## src/rtl/sys_bus_router.sv

```systemverilog
// sys_bus_router: routes single-outstanding system bus requests to SLAVES sub-buses.
// Define SYS_BUS_ROUTER_TIMEOUT_EN to compile in the acknowledge timeout counter.
module sys_bus_router #(
   parameter int SLAVES  = 8,
   parameter int AW      = 32,
   parameter int DW      = 32,
   parameter int SEL_LSB = 20,
   parameter int TIMEOUT = 255
) (
   input  logic                 sys_clk_i,
   input  logic                 sys_rst_i,
   input  logic [AW-1:0]        sys_addr_i,
   input  logic [DW-1:0]        sys_wdata_i,
   input  logic [DW/8-1:0]      sys_sel_i,
   input  logic                 sys_wen_i,
   input  logic                 sys_ren_i,
   output logic [DW-1:0]        sys_rdata_o,
   output logic                 sys_err_o,
   output logic                 sys_ack_o,
   output logic [AW-1:0]        sub_addr_o,
   output logic [DW-1:0]        sub_wdata_o,
   output logic [DW/8-1:0]      sub_sel_o,
   output logic [SLAVES-1:0]    sub_wen_o,
   output logic [SLAVES-1:0]    sub_ren_o,
   input  logic [SLAVES*DW-1:0] sub_rdata_i,
   input  logic [SLAVES-1:0]    sub_err_i,
   input  logic [SLAVES-1:0]    sub_ack_i
);

   typedef enum logic [1:0] {IDLE, WAIT, RESP} state_t;

   localparam logic [3:0] NSLV = 4'(SLAVES);

   state_t        state;
   logic [2:0]    idx;
   logic          is_wr;
   logic          miss;
   logic          req;
   logic [2:0]    req_idx;
   logic          req_hit;
   logic          cur_ack;
   logic          cur_err;
   logic [DW-1:0] cur_rdata;

`ifdef SYS_BUS_ROUTER_TIMEOUT_EN
   localparam logic [7:0] TLAST = 8'(TIMEOUT - 1);
   logic [7:0] cnt;
   logic       tmo;
   assign tmo = (cnt == TLAST);
`endif

   assign req     = sys_wen_i | sys_ren_i;
   assign req_idx = sys_addr_i[SEL_LSB+2:SEL_LSB];
   assign req_hit = ({1'b0, req_idx} < NSLV);

   // Select the addressed slave's response lines.
   always_comb begin
      cur_ack   = 1'b0;
      cur_err   = 1'b0;
      cur_rdata = '0;
      for (int k = 0; k < SLAVES; k++) begin
         if (idx == 3'(k)) begin
            cur_ack   = sub_ack_i[k];
            cur_err   = sub_err_i[k];
            cur_rdata = sub_rdata_i[k*DW +: DW];
         end
      end
   end

   always_ff @(posedge sys_clk_i or posedge sys_rst_i) begin
      if (sys_rst_i) begin
         state       <= IDLE;
         idx         <= '0;
         is_wr       <= 1'b0;
         miss        <= 1'b0;
         sys_rdata_o <= '0;
         sys_err_o   <= 1'b0;
         sys_ack_o   <= 1'b0;
         sub_addr_o  <= '0;
         sub_wdata_o <= '0;
         sub_sel_o   <= '0;
         sub_wen_o   <= '0;
         sub_ren_o   <= '0;
`ifdef SYS_BUS_ROUTER_TIMEOUT_EN
         cnt         <= '0;
`endif
      end else begin
         sub_wen_o <= '0;
         sub_ren_o <= '0;
         unique case (state)
            IDLE: begin
               if (req) begin
                  sub_addr_o  <= sys_addr_i;
                  sub_wdata_o <= sys_wdata_i;
                  sub_sel_o   <= sys_sel_i;
                  idx         <= req_idx;
                  is_wr       <= sys_wen_i;
                  miss        <= !req_hit;
                  // Write wins over a simultaneous read.
                  for (int k = 0; k < SLAVES; k++) begin
                     sub_wen_o[k] <= sys_wen_i && (req_idx == 3'(k));
                     sub_ren_o[k] <= !sys_wen_i && (req_idx == 3'(k));
                  end
`ifdef SYS_BUS_ROUTER_TIMEOUT_EN
                  cnt <= '0;
`endif
                  state <= WAIT;
               end
            end
            WAIT: begin
               if (miss) begin
                  sys_ack_o   <= 1'b1;
                  sys_err_o   <= 1'b1;
                  sys_rdata_o <= '0;
                  state       <= RESP;
               end else if (cur_ack) begin
                  sys_ack_o   <= 1'b1;
                  sys_err_o   <= cur_err;
                  sys_rdata_o <= is_wr ? '0 : cur_rdata;
                  state       <= RESP;
`ifdef SYS_BUS_ROUTER_TIMEOUT_EN
               end else if (tmo) begin
                  sys_ack_o   <= 1'b1;
                  sys_err_o   <= 1'b1;
                  sys_rdata_o <= '0;
                  state       <= RESP;
               end else if (cnt != 8'hff) begin
                  cnt <= cnt + 8'd1;
`endif
               end
            end
            RESP: begin
               sys_ack_o   <= 1'b0;
               sys_err_o   <= 1'b0;
               sys_rdata_o <= '0;
               state       <= IDLE;
            end
            default: state <= IDLE;
         endcase
      end
   end

endmodule

```

## config.mk

```make
export PLATFORM = sky130hd
export DESIGN_NAME = sys_bus_router
export DESIGN_NICKNAME = d
export VERILOG_FILES = /design/src/rtl/sys_bus_router.sv
export SDC_FILE = /design/constraint.sdc
export NUM_CORES = 1
export LEC_CHECK = 0
export CAP_MARGIN = 25
export CELL_PAD_IN_SITES_DETAIL_PLACEMENT = 1
export CELL_PAD_IN_SITES_GLOBAL_PLACEMENT = 1
export CORE_AREA = 8 8 175 177
export CTS_CLUSTER_DIAMETER = 30
export CTS_CLUSTER_SIZE = 14
export DETAILED_ROUTE_END_ITERATION = 7
export DIE_AREA = 0 0 183 185
export DONT_BUFFER_PORTS = 1
export GPL_ROUTABILITY_DRIVEN = 1
export PLACE_DENSITY = 0.57
export SLEW_MARGIN = 5
export SYNTH_ARGS = -nofsm -noshare
export SYNTH_HDL_FRONTEND = slang
export SYNTH_SLANG_ARGS = --single-unit
```

## constraint.sdc

```tcl
create_clock -name sys_clk_i -period 5.4 [get_ports sys_clk_i]
set_clock_uncertainty 0.15 [all_clocks]
set_input_delay 0.81 -clock sys_clk_i [delete_from_list [all_inputs] [get_ports sys_clk_i]]
set_output_delay 0.81 -clock sys_clk_i [all_outputs]
set_load 0.01 [all_outputs]
```

== Yosys cells after proc, flatten, opt, wreduce, memory -nomap -nowiden ==
Cells that the tools add are included.

* Register bits after elaboration: 124
* Input bits: 344
* Output and inout bits: 118
* Word-level logic and storage cells: 92

* Eq/ne operators: 18
* Mux-type cells: 38
* Bitwise operators: 1
* Reduce and logical (&&, ||, !) cells: 24

{| class="wikitable"
|+ Operator list
! cell !! number
|-
| $mux W32 || 10
|-
| $pmux W32 S2 || 1
|-
| $mux W8 || 4
|-
| $eq A3 B3 Y1 const B || 8
|-
| $mux W1 || 18
|-
| $logic_and A1 B1 Y1 || 16
|-
| $eq A3 B2 Y1 const B || 4
|-
| $eq A3 B1 Y1 const B || 2
|-
| $logic_not A3 Y1 || 2
|-
| $reduce_and A2 Y1 || 3
|-
| $mux W2 || 2
|-
| $ne A2 B2 Y1 const B || 2
|-
| $pmux W1 S2 || 2
|-
| $pmux W2 S2 || 1
|-
| $eq A2 B1 Y1 const B || 1
|-
| $eq A2 B2 Y1 const B || 1
|-
| $logic_not A2 Y1 || 1
|-
| $reduce_bool A2 Y1 || 1
|-
| $logic_not A1 Y1 || 1
|-
| $or A1 B1 Y1 || 1
|}

== Logic depth before layout (Yosys ltp) ==
* Depth after elaboration: 12
* Depth in mapped cells: 8
* Depth with buffers taken out: 5

== Least setup slack after synthesis ==
No wires, ideal clock.

* Kind: input to register
* Start: input sub_ack_i[0]
* End: register sys_rdata_o[0]
* Setup time: 121 ps
* Data arrival time: 1786 ps
* Data required time: 5129 ps
* Slack: 3343 ps
* Cell stages on the path: 6
* Path buffers: 1
* Cells stage by stage: nand2b_1 -> a21oi_1 -> o31ai_2 -> a211oi_4 -> buf_6 -> a22o_1

* Longest elaborated chain between the ends: 10

{| class="wikitable"
|+ Ends and longest elaborated chain
! item !! RTL line !! text
|-
| from (decl) || 27 || <nowiki>input logic [SLAVES-1:0] sub_ack_i</nowiki>
|-
| $mux W1 (8 in a row) || 62 || <nowiki>if (idx == 3'(k)) begin</nowiki>
|-
| $ne A2 B2 Y1 (no source line) || - ||
|-
| $reduce_and A2 Y1 (no source line) || - ||
|-
| to (signal assigned) || 119 || <nowiki>sys_rdata_o <= is_wr ? '0 : cur_rdata;</nowiki>
|-
| to (decl) || 17 || <nowiki>output logic [DW-1:0] sys_rdata_o,</nowiki>
|}

Every way passes these cells.
A chain may end at the register's enable or synchronous reset.

==> out/metrics.cfg <==
[outcome]
outcome=complete, no violations

[sta]
slew_viol_final=0
clock.fmax_ghz=0.357
tns_ps=0
hold_ws_ps=175
worst_slack_ps=2600
timing.final.hold_violations=0
fin_crit_sh_pct=51.9
rsz0062_at_grt=no
setup_violations=0
worst_slew_pin_slew_ps=1040
period_minus_slack_ps=2800
max_slew_margin_pct=30.3

[synthesis]
yosysSeqAreaShare_pct=45.8
synth_nets=868
avgSynthCellArea_um2=12.6
ys_types=37
synth_edf_count=0
synthCells=524
synthArstFlopShare_pct=100
ys.warnings.count=0
synthFlopType=dfrtp_1
synth.ff_latch_count=121
syn-cell-area_mm2=0.00661

[drt]
wirelength_um=26500
vias_per_cell=5.04
postRouteAntennaNets=0
drc=0
drt_first_pass_iters=4
vias=4569
initialDrtViolationCount=146
routedWlPerCell_um=29.3

[floorplan]
ios=462
core-area_mm2=0.0281
die-width_um=183
dieArea_mm2=0.0339
rows=62
start_util_pct=23.5
fp.dieH_um=185

[clock_network]
cts_tree=yes
cts_buffers=17
clk_latency_ps=400
postCtsSetupBuffers=0
clk_pin_slew_ps=70
cts_num_sinks=121
cts.path.max_buffers=2
htree_num_levels=4
hold_buffers=0
root_buffer=clkbuf_16
cts-resized-gates=0

[setup_path]
cp_max_fo=68
path_delay_family=buffers and inverters
worstSetupPathType=flip-flop to flip-flop
arrival_ps=2950
required_ps=5550
crit_chain=buf_4 -> mux4_2 -> nand2_1 -> o21ai_0 -> o21a_1 -> a22o_1
slowest_stage=buf_4
cp-end-kind=flip-flop
max_stage_delay_ps=740
start_kind=flip-flop
critical_path_buf_inv_count=1

[grt]
grt_overflow=0
grt_pass1_wl_um=37200
antenna_found_initial=3
first_global_vias=5130
grt.total_usage_pct=14.9
grt_max_degree=77

[placed_design]
place_hpwl_um=21300
dpl.cell_count=871
gp_congestion=0.911
post_dp_cell_area_mm2=0.00686
io_buffers=0
place_ws_ps=2580

[layout]
fin_nets=850
utilization_pct=26.5
layoutNonFillerInstCount=906
stdcell_area_mm2=0.00745
layout-drive-gt1-share_pct=35.5
area_growth_syn_to_layout_pct=12.7

[power]
leakagePower_nw=2.87
vdd_drop_max_v=0.000255
power_density_mw_per_mm2=660
finalPower_mw=4.91

[min_path]
hold_class=input port to async pin

[job]
max_cap_violations=0

## Yosys cell counts, types with 8 or more instances
cell / number / area share [%]
o21ai_0: 33 / 2.5
clkbuf_1: 8 / 0.45
mux2_2: 97 / 17
nand2b_1: 8 / 0.76
nand2_1: 42 / 2.4
mux4_2: 34 / 12
o22ai_1: 30 / 2.8
buf_6: 11 / 1.9
nor2_1: 15 / 0.85
a22o_1: 33 / 4.4
o21a_1: 31 / 3.5
buf_2: 17 / 1.3
dfrtp_1: 121 / 46
## power by group
part | switching, mW | leakage, nW | internal [mW] | total (mW)
clock | 0.475 | 0.279 | 0.661 | 1.14
combinational | 0.935 | 1.09 | 1.01 | 1.95
sequential | 0.569 | 1.51 | 1.26 | 1.83
total | 1.98 | 2.87 | 2.93 | 4.91
## layout by cell type, fill, tap and decap left out, types with 2 or more instances in the layout
| master | instances |
|---|---|
| nor3_1 | 5 |
| nand3b_1 | 4 |
| nor2_1 | 15 |
| nand2b_1 | 8 |
| buf_4 | 8 |
| clkinvlp_4 | 2 |
| a21oi_1 | 3 |
| diode_2 | 3 |
| mux4_2 | 34 |
| inv_8 | 2 |
| mux2_2 | 97 |
| dfrtp_4 | 2 |
| mux2i_1 | 3 |
| clkinv_4 | 2 |
| a22o_1 | 33 |
| dfrtp_1 | 118 |
| clkbuf_16 | 17 |
| inv_2 | 2 |
| o21a_1 | 30 |
| o22ai_1 | 30 |
| inv_6 | 5 |
| o21ai_0 | 33 |
| nand2_1 | 42 |
| a21o_1 | 2 |
| or3_1 | 2 |
## worst register-to-register path, stage by stage (launching register included)
cell     delay, ps
dfrtp_4        510
buf_4          740
mux4_2         720
nand2_1         80
o21ai_0        160
o21a_1         170
a22o_1         180
## state kept, by name (all words and copies together) (netlist names), 2 cells and up
signal       count
sub_wdata_o     32
sub_ren_o        8
sub_sel_o        4
sub_wen_o        8
state            2
sys_rdata_o     32
sub_addr_o      32
## layer usage
metal,up-vias,wire [um],GRT usage [%]
met3,21,2790,6.04
met2,261,13900,26.7
met5,-,26,0
met1,2332,9430,16.2
met4,4,363,3.51
li1,1951,-,-
## final timing paths
kind                                      from              end  slack [ps]  depth (start not counted)
worst max register to register  sub_addr_o[21]  sys_rdata_o[11]        2600                          6
worst min register to register   sub_addr_o[6]    sub_addr_o[6]         440                          1
worst max-delay path            sub_addr_o[21]  sys_rdata_o[11]        2600                          6
worst min-delay path                 sys_rst_i    sub_addr_o[8]         180                          1
min in group sys_clk_i          sys_addr_i[20]     sub_wen_o[0]         320                          1
max in group asynchronous            sys_rst_i  sub_wdata_o[17]        3740                          2
## area by class of cell
class                      count  area (um2)
fill                        3127       20600
multi-input combinational    355        3270
sequential                   121        3040
tap                          384         480
clock buffer                  19         443
clock inverter                13         134
timing repair buffer           8        60.1
inverter                       3        13.8
antenna                        3        7.51
## kinds of logic (layout without fill, tap and decap cells)
| family | count (synthesis) | in the layout | synth area share [%] |
|---|---|---|---|
| AND/OR/NAND/NOR | 79 | 79 | 5.51 |
| AO/OA/AOI/OAI | 142 | 142 | 15.4 |
| flip-flops | 121 | 121 | 45.8 |
| buffers and inverters | 48 | 43 | 4.71 |
| multiplexers | 134 | 134 | 28.6 |
| other | 0 | 3 | 0 |
(Power assumes the default switching activity.)
